File: src/rtl/scurve_pkg.sv
// scurve_pkg: shared state encoding, widths, Data_out layout and 40 MHz timing
// defaults for the S-curve scan sequencer.
package scurve_pkg;

  typedef enum logic [3:0] {
    ST_IDLE, ST_BCID, ST_LOAD, ST_SETTLE, ST_TRIG,
    ST_WINDOW, ST_RAZ, ST_OUT, ST_NEXT, ST_DONE
  } scurve_state_e;

  localparam int DAC_WIDTH_DEF = 10;
  localparam int CNT_WIDTH_DEF = 16;

  // Data_out = {zero pad, Dac_code, hit_cnt}; the DAC field sits right above hit_cnt
  localparam int DOUT_WIDTH   = 32;
  localparam int DOUT_HIT_LSB = 0;

  // 40 MHz Clk, 25 ns per cycle
  localparam int SETTLE_CYCLES_DEF = 400;
  localparam int WINDOW_CYCLES_DEF = 8;
  localparam int RAZ_GAP_DEF       = 48;
  localparam int BCID_WAIT_DEF     = 48;
  localparam int TMR_WIDTH         = 16;

endpackage

File: src/rtl/scurve_step_timer.sv
// scurve_step_timer: loadable down-counter; o_tc pulses for one cycle when the
// loaded count has run out, so a state loaded with N-1 on entry lasts N cycles.
module scurve_step_timer
  import scurve_pkg::*;
#(
  parameter int WIDTH = TMR_WIDTH
) (
  input  logic             Clk,
  input  logic             reset_n,
  input  logic             i_load,
  input  logic [WIDTH-1:0] i_value,
  output logic             o_tc
);

  logic [WIDTH-1:0] r_cnt;
  logic             r_armed;

  always_ff @(posedge Clk or negedge reset_n) begin
    if (!reset_n) begin
      r_cnt   <= '0;
      r_armed <= 1'b0;
    end else if (i_load) begin
      r_cnt   <= i_value;
      r_armed <= 1'b1;
    end else if (r_armed) begin
      if (r_cnt == '0) r_armed <= 1'b0;
      else             r_cnt   <= r_cnt - 1'b1;
    end
  end

  assign o_tc = r_armed && (r_cnt == '0);

endmodule

File: src/rtl/scurve_seq_ctrl.sv
// scurve_seq_ctrl: S-curve threshold scan sequencer (BCID reset, DAC load, settle,
// trigger/window/RAZ loop, one result word per step). Macro SCURVE_FORCE_RAZ_EN adds Force_raz.
//
// state  | meaning
// IDLE   | waiting for Start
// BCID   | Rst_cntb pulse, then BCID_WAIT cycles
// LOAD   | Dac_load pulse, wait for Dac_load_done
// SETTLE | SETTLE_CYCLES of threshold settling
// TRIG   | single Trig_en cycle
// WINDOW | WINDOW_CYCLES of Chn_trig sampling
// RAZ    | Raz_en pulse plus RAZ_GAP quiet cycles
// OUT    | result word held until Data_ready
// NEXT   | advance threshold or finish
// DONE   | Done pulse
module scurve_seq_ctrl
  import scurve_pkg::*;
#(
  parameter int DAC_WIDTH     = DAC_WIDTH_DEF,
  parameter int CNT_WIDTH     = CNT_WIDTH_DEF,
  parameter int SETTLE_CYCLES = SETTLE_CYCLES_DEF,
  parameter int WINDOW_CYCLES = WINDOW_CYCLES_DEF,
  parameter int RAZ_GAP       = RAZ_GAP_DEF,
  parameter int BCID_WAIT     = BCID_WAIT_DEF
) (
  input  logic                  Clk,
  input  logic                  reset_n,
  input  logic                  Start,
  input  logic                  Stop,
  input  logic [DAC_WIDTH-1:0]  Dac_start,
  input  logic [DAC_WIDTH-1:0]  Dac_stop,
  input  logic [3:0]            Dac_step,
  input  logic [CNT_WIDTH-1:0]  Trig_num,
  input  logic                  Chn_trig,
  input  logic                  Dac_load_done,
  input  logic                  Data_ready,
  output logic [DAC_WIDTH-1:0]  Dac_code,
  output logic                  Dac_load,
  output logic                  Rst_cntb,
  output logic                  Trig_en,
  output logic                  Raz_en,
  output logic [DOUT_WIDTH-1:0] Data_out,
  output logic                  Data_valid,
  output logic                  Busy,
`ifdef SCURVE_FORCE_RAZ_EN
  output logic                  Force_raz,
`endif
  output logic                  Done
);

  scurve_state_e         r_state, w_state_nxt;
  logic [DAC_WIDTH-1:0]  r_dac_start, r_dac_stop, r_dac_code;
  logic [3:0]            r_step;
  logic [CNT_WIDTH-1:0]  r_trig_num, r_trig_cnt, r_hit_cnt;
  logic                  r_hit_seen;
  logic                  r_dac_load, r_rst_cntb, r_trig_en, r_raz_en;
  logic                  r_data_valid, r_busy, r_done;
  logic [DOUT_WIDTH-1:0] r_data_out;
`ifdef SCURVE_FORCE_RAZ_EN
  logic                  r_force_raz;
`endif

  logic                  w_tmr_load, w_tc, w_last;
  logic [TMR_WIDTH-1:0]  w_tmr_val;
  logic [3:0]            w_step_eff;
  logic [DAC_WIDTH:0]    w_next_sum;
  logic [DOUT_WIDTH-1:0] w_word;

  scurve_step_timer #(.WIDTH(TMR_WIDTH)) u_timer (
    .Clk     (Clk),
    .reset_n (reset_n),
    .i_load  (w_tmr_load),
    .i_value (w_tmr_val),
    .o_tc    (w_tc)
  );

  // the extra MSB of w_next_sum catches wrap past the top DAC code
  assign w_step_eff = (r_step == 4'd0) ? 4'd1 : r_step;
  assign w_next_sum = {1'b0, r_dac_code} + {{(DAC_WIDTH-3){1'b0}}, w_step_eff};
  assign w_last     = w_next_sum[DAC_WIDTH] || (w_next_sum[DAC_WIDTH-1:0] > r_dac_stop)
                      || (r_dac_start > r_dac_stop);

  always_comb begin
    w_word = '0;
    w_word[DOUT_HIT_LSB +: CNT_WIDTH]             = r_hit_cnt;
    w_word[DOUT_HIT_LSB + CNT_WIDTH +: DAC_WIDTH] = r_dac_code;
  end

  always_comb begin
    w_state_nxt = r_state;
    w_tmr_load  = 1'b0;
    w_tmr_val   = '0;
    unique case (r_state)
      ST_IDLE: if (Start && !Stop && (Trig_num != '0)) begin
        w_state_nxt = ST_BCID;
        w_tmr_load  = 1'b1;
        w_tmr_val   = TMR_WIDTH'(BCID_WAIT);
      end
      ST_BCID:   if (w_tc) w_state_nxt = ST_LOAD;
      ST_LOAD: if (Dac_load_done) begin
        w_state_nxt = ST_SETTLE;
        w_tmr_load  = 1'b1;
        w_tmr_val   = TMR_WIDTH'(SETTLE_CYCLES - 1);
      end
      ST_SETTLE: if (w_tc) w_state_nxt = ST_TRIG;
      ST_TRIG: begin
        w_state_nxt = ST_WINDOW;
        w_tmr_load  = 1'b1;
        w_tmr_val   = TMR_WIDTH'(WINDOW_CYCLES - 1);
      end
      ST_WINDOW: if (w_tc) begin
        w_state_nxt = ST_RAZ;
        w_tmr_load  = 1'b1;
        w_tmr_val   = TMR_WIDTH'(RAZ_GAP);
      end
      ST_RAZ: if (w_tc) w_state_nxt = (r_trig_cnt == r_trig_num) ? ST_OUT : ST_TRIG;
      ST_OUT:    if (Data_ready) w_state_nxt = ST_NEXT;
      ST_NEXT:   w_state_nxt = w_last ? ST_DONE : ST_LOAD;
      ST_DONE:   w_state_nxt = ST_IDLE;
      default:   w_state_nxt = ST_IDLE;
    endcase
    if ((r_state != ST_IDLE) && Stop) begin
      w_state_nxt = ST_IDLE;
      w_tmr_load  = 1'b0;
    end
  end

  always_ff @(posedge Clk or negedge reset_n) begin
    if (!reset_n) begin
      r_state      <= ST_IDLE;
      r_dac_start  <= '0;
      r_dac_stop   <= '0;
      r_dac_code   <= '0;
      r_step       <= '0;
      r_trig_num   <= '0;
      r_trig_cnt   <= '0;
      r_hit_cnt    <= '0;
      r_hit_seen   <= 1'b0;
      r_dac_load   <= 1'b0;
      r_rst_cntb   <= 1'b0;
      r_trig_en    <= 1'b0;
      r_raz_en     <= 1'b0;
      r_data_valid <= 1'b0;
      r_busy       <= 1'b0;
      r_done       <= 1'b0;
      r_data_out   <= '0;
`ifdef SCURVE_FORCE_RAZ_EN
      r_force_raz  <= 1'b0;
`endif
    end else begin
      r_state      <= w_state_nxt;
      // outputs are registered copies of the state being entered
      r_rst_cntb   <= (w_state_nxt == ST_BCID) && (r_state != ST_BCID);
      r_dac_load   <= (w_state_nxt == ST_LOAD) && (r_state != ST_LOAD);
      r_trig_en    <= (w_state_nxt == ST_TRIG);
      r_raz_en     <= (w_state_nxt == ST_RAZ) && (r_state != ST_RAZ);
      r_data_valid <= (w_state_nxt == ST_OUT);
      r_busy       <= (w_state_nxt != ST_IDLE);
      r_done       <= (w_state_nxt == ST_DONE);
`ifdef SCURVE_FORCE_RAZ_EN
      r_force_raz  <= (w_state_nxt == ST_LOAD) || (w_state_nxt == ST_SETTLE);
`endif
      if ((r_state == ST_IDLE) && (w_state_nxt == ST_BCID)) begin
        r_dac_start <= Dac_start;
        r_dac_stop  <= Dac_stop;
        r_step      <= Dac_step;
        r_trig_num  <= Trig_num;
        r_dac_code  <= Dac_start;
      end
      if ((r_state == ST_LOAD) && (w_state_nxt == ST_SETTLE)) begin
        r_trig_cnt <= '0;
        r_hit_cnt  <= '0;
      end
      if (w_state_nxt == ST_TRIG) begin
        r_trig_cnt <= r_trig_cnt + 1'b1;
        r_hit_seen <= 1'b0;
      end
      if ((r_state == ST_WINDOW) && Chn_trig && !r_hit_seen) begin
        r_hit_seen <= 1'b1;
        if (r_hit_cnt != '1) r_hit_cnt <= r_hit_cnt + 1'b1;
      end
      if ((w_state_nxt == ST_OUT) && (r_state != ST_OUT)) r_data_out <= w_word;
      if ((r_state == ST_NEXT) && (w_state_nxt == ST_LOAD))
        r_dac_code <= w_next_sum[DAC_WIDTH-1:0];
    end
  end

  assign Dac_code   = r_dac_code;
  assign Dac_load   = r_dac_load;
  assign Rst_cntb   = r_rst_cntb;
  assign Trig_en    = r_trig_en;
  assign Raz_en     = r_raz_en;
  assign Data_out   = r_data_out;
  assign Data_valid = r_data_valid;
  assign Busy       = r_busy;
  assign Done       = r_done;
`ifdef SCURVE_FORCE_RAZ_EN
  assign Force_raz  = r_force_raz;
`endif

endmodule

File: config.mk
export PLATFORM = sky130hd
export DESIGN_NAME = scurve_seq_ctrl
export DESIGN_NICKNAME = d
export VERILOG_FILES = /design/src/rtl/scurve_pkg.sv /design/src/rtl/scurve_step_timer.sv /design/src/rtl/scurve_seq_ctrl.sv
export SDC_FILE = /design/constraint.sdc
export NUM_CORES = 1
export LEC_CHECK = 0
export ABC_AREA = 1
export BUFFER_PORTS_ARGS = -buffer_cell sky130_fd_sc_hd__buf_2
export CORE_ASPECT_RATIO = 1.25
export CORE_UTILIZATION = 35
export CTS_CLUSTER_SIZE = 16
export DETAILED_ROUTE_END_ITERATION = 7
export PLACE_DENSITY_LB_ADDON = 0.05
export SLEW_MARGIN = 20
export SYNTH_ARGS = -nofsm -noshare
export SYNTH_HDL_FRONTEND = slang
export SYNTH_SLANG_ARGS = --single-unit
File: constraint.sdc
create_clock -name Clk -period 3.4 [get_ports Clk]
set_clock_uncertainty 0.2 [all_clocks]
set_input_delay 0.17 -clock Clk [delete_from_list [all_inputs] [get_ports Clk]]
set_output_delay 0.17 -clock Clk [all_outputs]
set_load 0.05 [all_outputs]
==> run metrics <==
Final Hold Fails=0; EDFF count, synth=0; Req. time, crit path=approximately 3.5 ns; Setup crit start kind=flop; Total Power=8.140 mW; Worst Hold Class=in -> reg; top_reg_cell synth=dfrtp_1; sequential share of power=0.312; Post-Syn Area=7432 sq um; top-area cell type share of the netlist area=0.4613; ANT cells=0; initial antenna violation count=0; r2r startpoint=r_step[3]$_DFFE_PN0P_; final antenna-violating net count=0; Netlist cell types=42; min Tclk post-route=around 3.6 ns; synth cell count leaders=240 x nand2_1, 137 x dfrtp_1, 96 x inv_1, 64 x nand3_1, 59 x nor2_1; largest net degree at the start of global routing=57; wirelength, routed=about 19,000 um; I/O pins=96; synthesized instance count=904; CTS buffer count=17; FP Rows=59; Sw Ratio=0.4068; die area=21,820 sq um; Area contributors post-synth=dfrtp_1 46%, nand2_1 12%, inv_1 4.8%, ha_1 4.7%, nand3_1 4.3%; clock edge transition at the registers on the reported setup and hold paths=approximately 0.06 ns; Switching Power=approximately 3.3 mW; Chip Width=132.3 um; HP Start=Dac_load_done; Via-to-Cell Ratio=between 4 and 5; Comb pwr share=0.434; first-pass GRT wire length=between 30,000 and 40,000 um; final setup vio count=between 50 and 60; Slew HR=0.5937; post-DR wirelength/cell=13.93 um; Yosys reg bits=about 140; Synth Area per Inst=between 8 and 9 sq um; TritonCTS clock tree=built; ys async rst share=1.000; DRC viols=0; max-cap violation count=0; Slew @ Worst Pin=between 0.6 and 0.7 ns; Final Max Tran Viols=0; PwrDens=between 800 and 900 nW/um^2; RSZ-0062 raised after global routing=true; clock sink count=about 140; Pint=4.829 mW; sequential cell area fraction in the yosys report=0.4613; WHS=between 0.03 and 0.04 ns; worst vdd ir=just over 0.4 mV; register-to-register setup slack=-0.21 ns; level count of the clock H-tree=4; WP data arrival=3.72 ns; Starting Density=0.3570; grt ovf=0; crit path from=r_step[3]$_DFFE_PN0P_; Clock power frac=0.253; Port Buffer Count=89; Final nets=about 1,200; RePlAce Congestion=0.7719; leakage=about 5.2 nW; Initial DRC Count=between 200 and 250; Setup WS post-layout=-0.2111 ns; detailed-placement wirelength estimate=13,780 um; die height=164.9 um; failing checks=negative setup slack; vias in the first global route=6,195; Ys Warns=0; overall routing resource usage=0.1836; crit-path max FO=23; Pre-Repair DR Iteration Count=4; largest buffer count on any clock path=2; area grow syn2layout=34.60%; core area=20,820 sq um; CTS root buffer=clkbuf_16; Fmax achieved=276.9 MHz; most frequent cell after synthesis=nand2_1; CP Capture Type=flop; routed vias=between 6,000 and 7,000; proportion of layout cells with a drive suffix above 1=0.3004; Clock Latency Late Sink=0.42 ns; Crit Path Category=reg -> reg; Place WS=-0.3767 ns; outcome=complete, but fails checks; part of the cycle the worst path needs=1.062; area leader, netlist=dfrtp_1
## metrics by stage
| step | instances | utilization | setup TNS, ns | area (sq um) |
|---|---|---|---|---|
| global placement | 1296 | 0.4104 | -13.42 | 8544 |
| CTS | 1370 | 0.4657 | -12.90 | 9696 |
| global route | 1376 | 0.4805 | -22.22 | 10000 |
| floorplan | 909 | - | -3.609 | 7491 |
| detailed placement | 1296 | 0.4104 | -17.13 | 8544 |
| finish | 1376 | 0.4805 | -9.223 | 10000 |
## worst max-delay path: stages (launching register included)
cell and delay, ns:
dfrtp_1 0.40, o31ai_2 0.25, ha_2 0.24, nand3_2 0.08, nand2_2 0.08, a21oi_2 0.06
nor3_2 0.15, nand2_1 0.09, nor2_2 0.09, xor2_1 0.22, ha_1 0.29, nand2_2 0.11
inv_2 0.04, a21oi_2 0.12, nand3_2 0.07, nand2_2 0.08, nand4_1 0.11, nand2_2 0.12
nand2_4 0.08, nor3_4 0.19, nand2_4 0.10, buf_12 0.18, nand2_2 0.08, o21ai_2 0.05
## layout by cell type (no fill, tap or decap), types with 10 or more instances in the layout
cell type / Yosys / routed
a21oi_1: 20 / 15
buf_2: 5 / 88
buf_4: 6 / 43
clkbuf_16: 0 / 18
dfrtp_1: 137 / 133
dlygate4sd3_1: 0 / 41
ha_1: 28 / 26
inv_1: 96 / 92
inv_2: 15 / 17
nand2_1: 240 / 218
nand2_2: 23 / 44
nand3_1: 64 / 52
nand3_2: 1 / 12
nand4_1: 12 / 12
nor2_1: 59 / 52
nor2_2: 9 / 14
nor3_1: 15 / 13
o21ai_0: 41 / 33
o21ai_2: 19 / 24
o22ai_1: 18 / 10
xnor2_1: 11 / 11
xor2_1: 34 / 31
## layer usage
layer  vias up  track usage  part of all wire
met5         -            0                 0
met4         0      0.04545             0.012
met3        21      0.03069             0.024
met2        85       0.3139              0.48
met1      2891       0.2413              0.48
li1       3269            -                 -
## flip-flops by register name, indices dropped and copies added, names as in the netlist, 10 cells and up
signal / cells
r_dac_stop: 10
r_trig_num: 16
Dac_code: 10
r_hit_cnt: 16
Data_out: 26
r_trig_cnt: 16
r_dac_start: 10
u_timer.r_cnt: 16
## repair_timing
| action | CTS | global route |
|---|---|---|
| buffers inserted | 2 | 6 |
| pin swaps | 12 | 24 |
| endpoints found under the setup margin | 59 | 62 |
| hold buffers | 41 | 0 |
| cloned | 0 | 1 |
| hold endpoints to repair | 103 | 0 |
| gates resized for setup | 25 | 68 |
## power groups by stage
stage	sequential (mW)	combinational [mW]	clock [mW]
finish	2.54	3.54	2.06
global route	2.62	4.05	2.19
CTS	2.55	3.36	2.12
detailed placement	2.57	3.21	0
global placement	2.57	3.21	0
floorplan	2.72	2.07	0
## cells by family (layout without fill, tap and decap cells)
| logic type | after synthesis | in the layout | synth area share |
|---|---|---|---|
| other | 1 | 6 | 0.0005046 |
| XOR/XNOR | 45 | 45 | 0.05303 |
| flip-flops | 137 | 137 | 0.4613 |
| AND/OR/NAND/NOR | 442 | 442 | 0.2665 |
| adder cells (fa/ha/maj) | 29 | 29 | 0.04983 |
| buffers and inverters | 137 | 330 | 0.07710 |
| AO/OA/AOI/OAI | 113 | 113 | 0.09175 |
## final cells by class
| type | count | area, sq um |
|---|---|---|
| fill | 2080 | 10810 |
| multi-input combinational | 635 | 3756 |
| sequential | 137 | 3433 |
| timing repair buffer | 187 | 1399 |
| inverter | 112 | 427.9 |
| clock buffer | 17 | 425.4 |
| tap | 274 | 342.8 |
| clock inverter | 14 | 219.0 |
## path summary, 6_finish.rpt
path,to,cells after the start
worst max-delay path,Data_out[11]$_DFFE_PN0P_,23
worst min-delay path,u_timer.r_cnt[1]$_DFFE_PN0P_,5
worst max register to register,Data_out[11]$_DFFE_PN0P_,23
worst min register to register,Data_out[19]$_DFFE_PN0P_,2
max in group asynchronous,Dac_code[0]$_DFFE_PN0P_,3
min in group asynchronous,u_timer.r_cnt[14]$_DFFE_PN0P_,2
No activity file was read; power rests on OpenSTA's default activity.
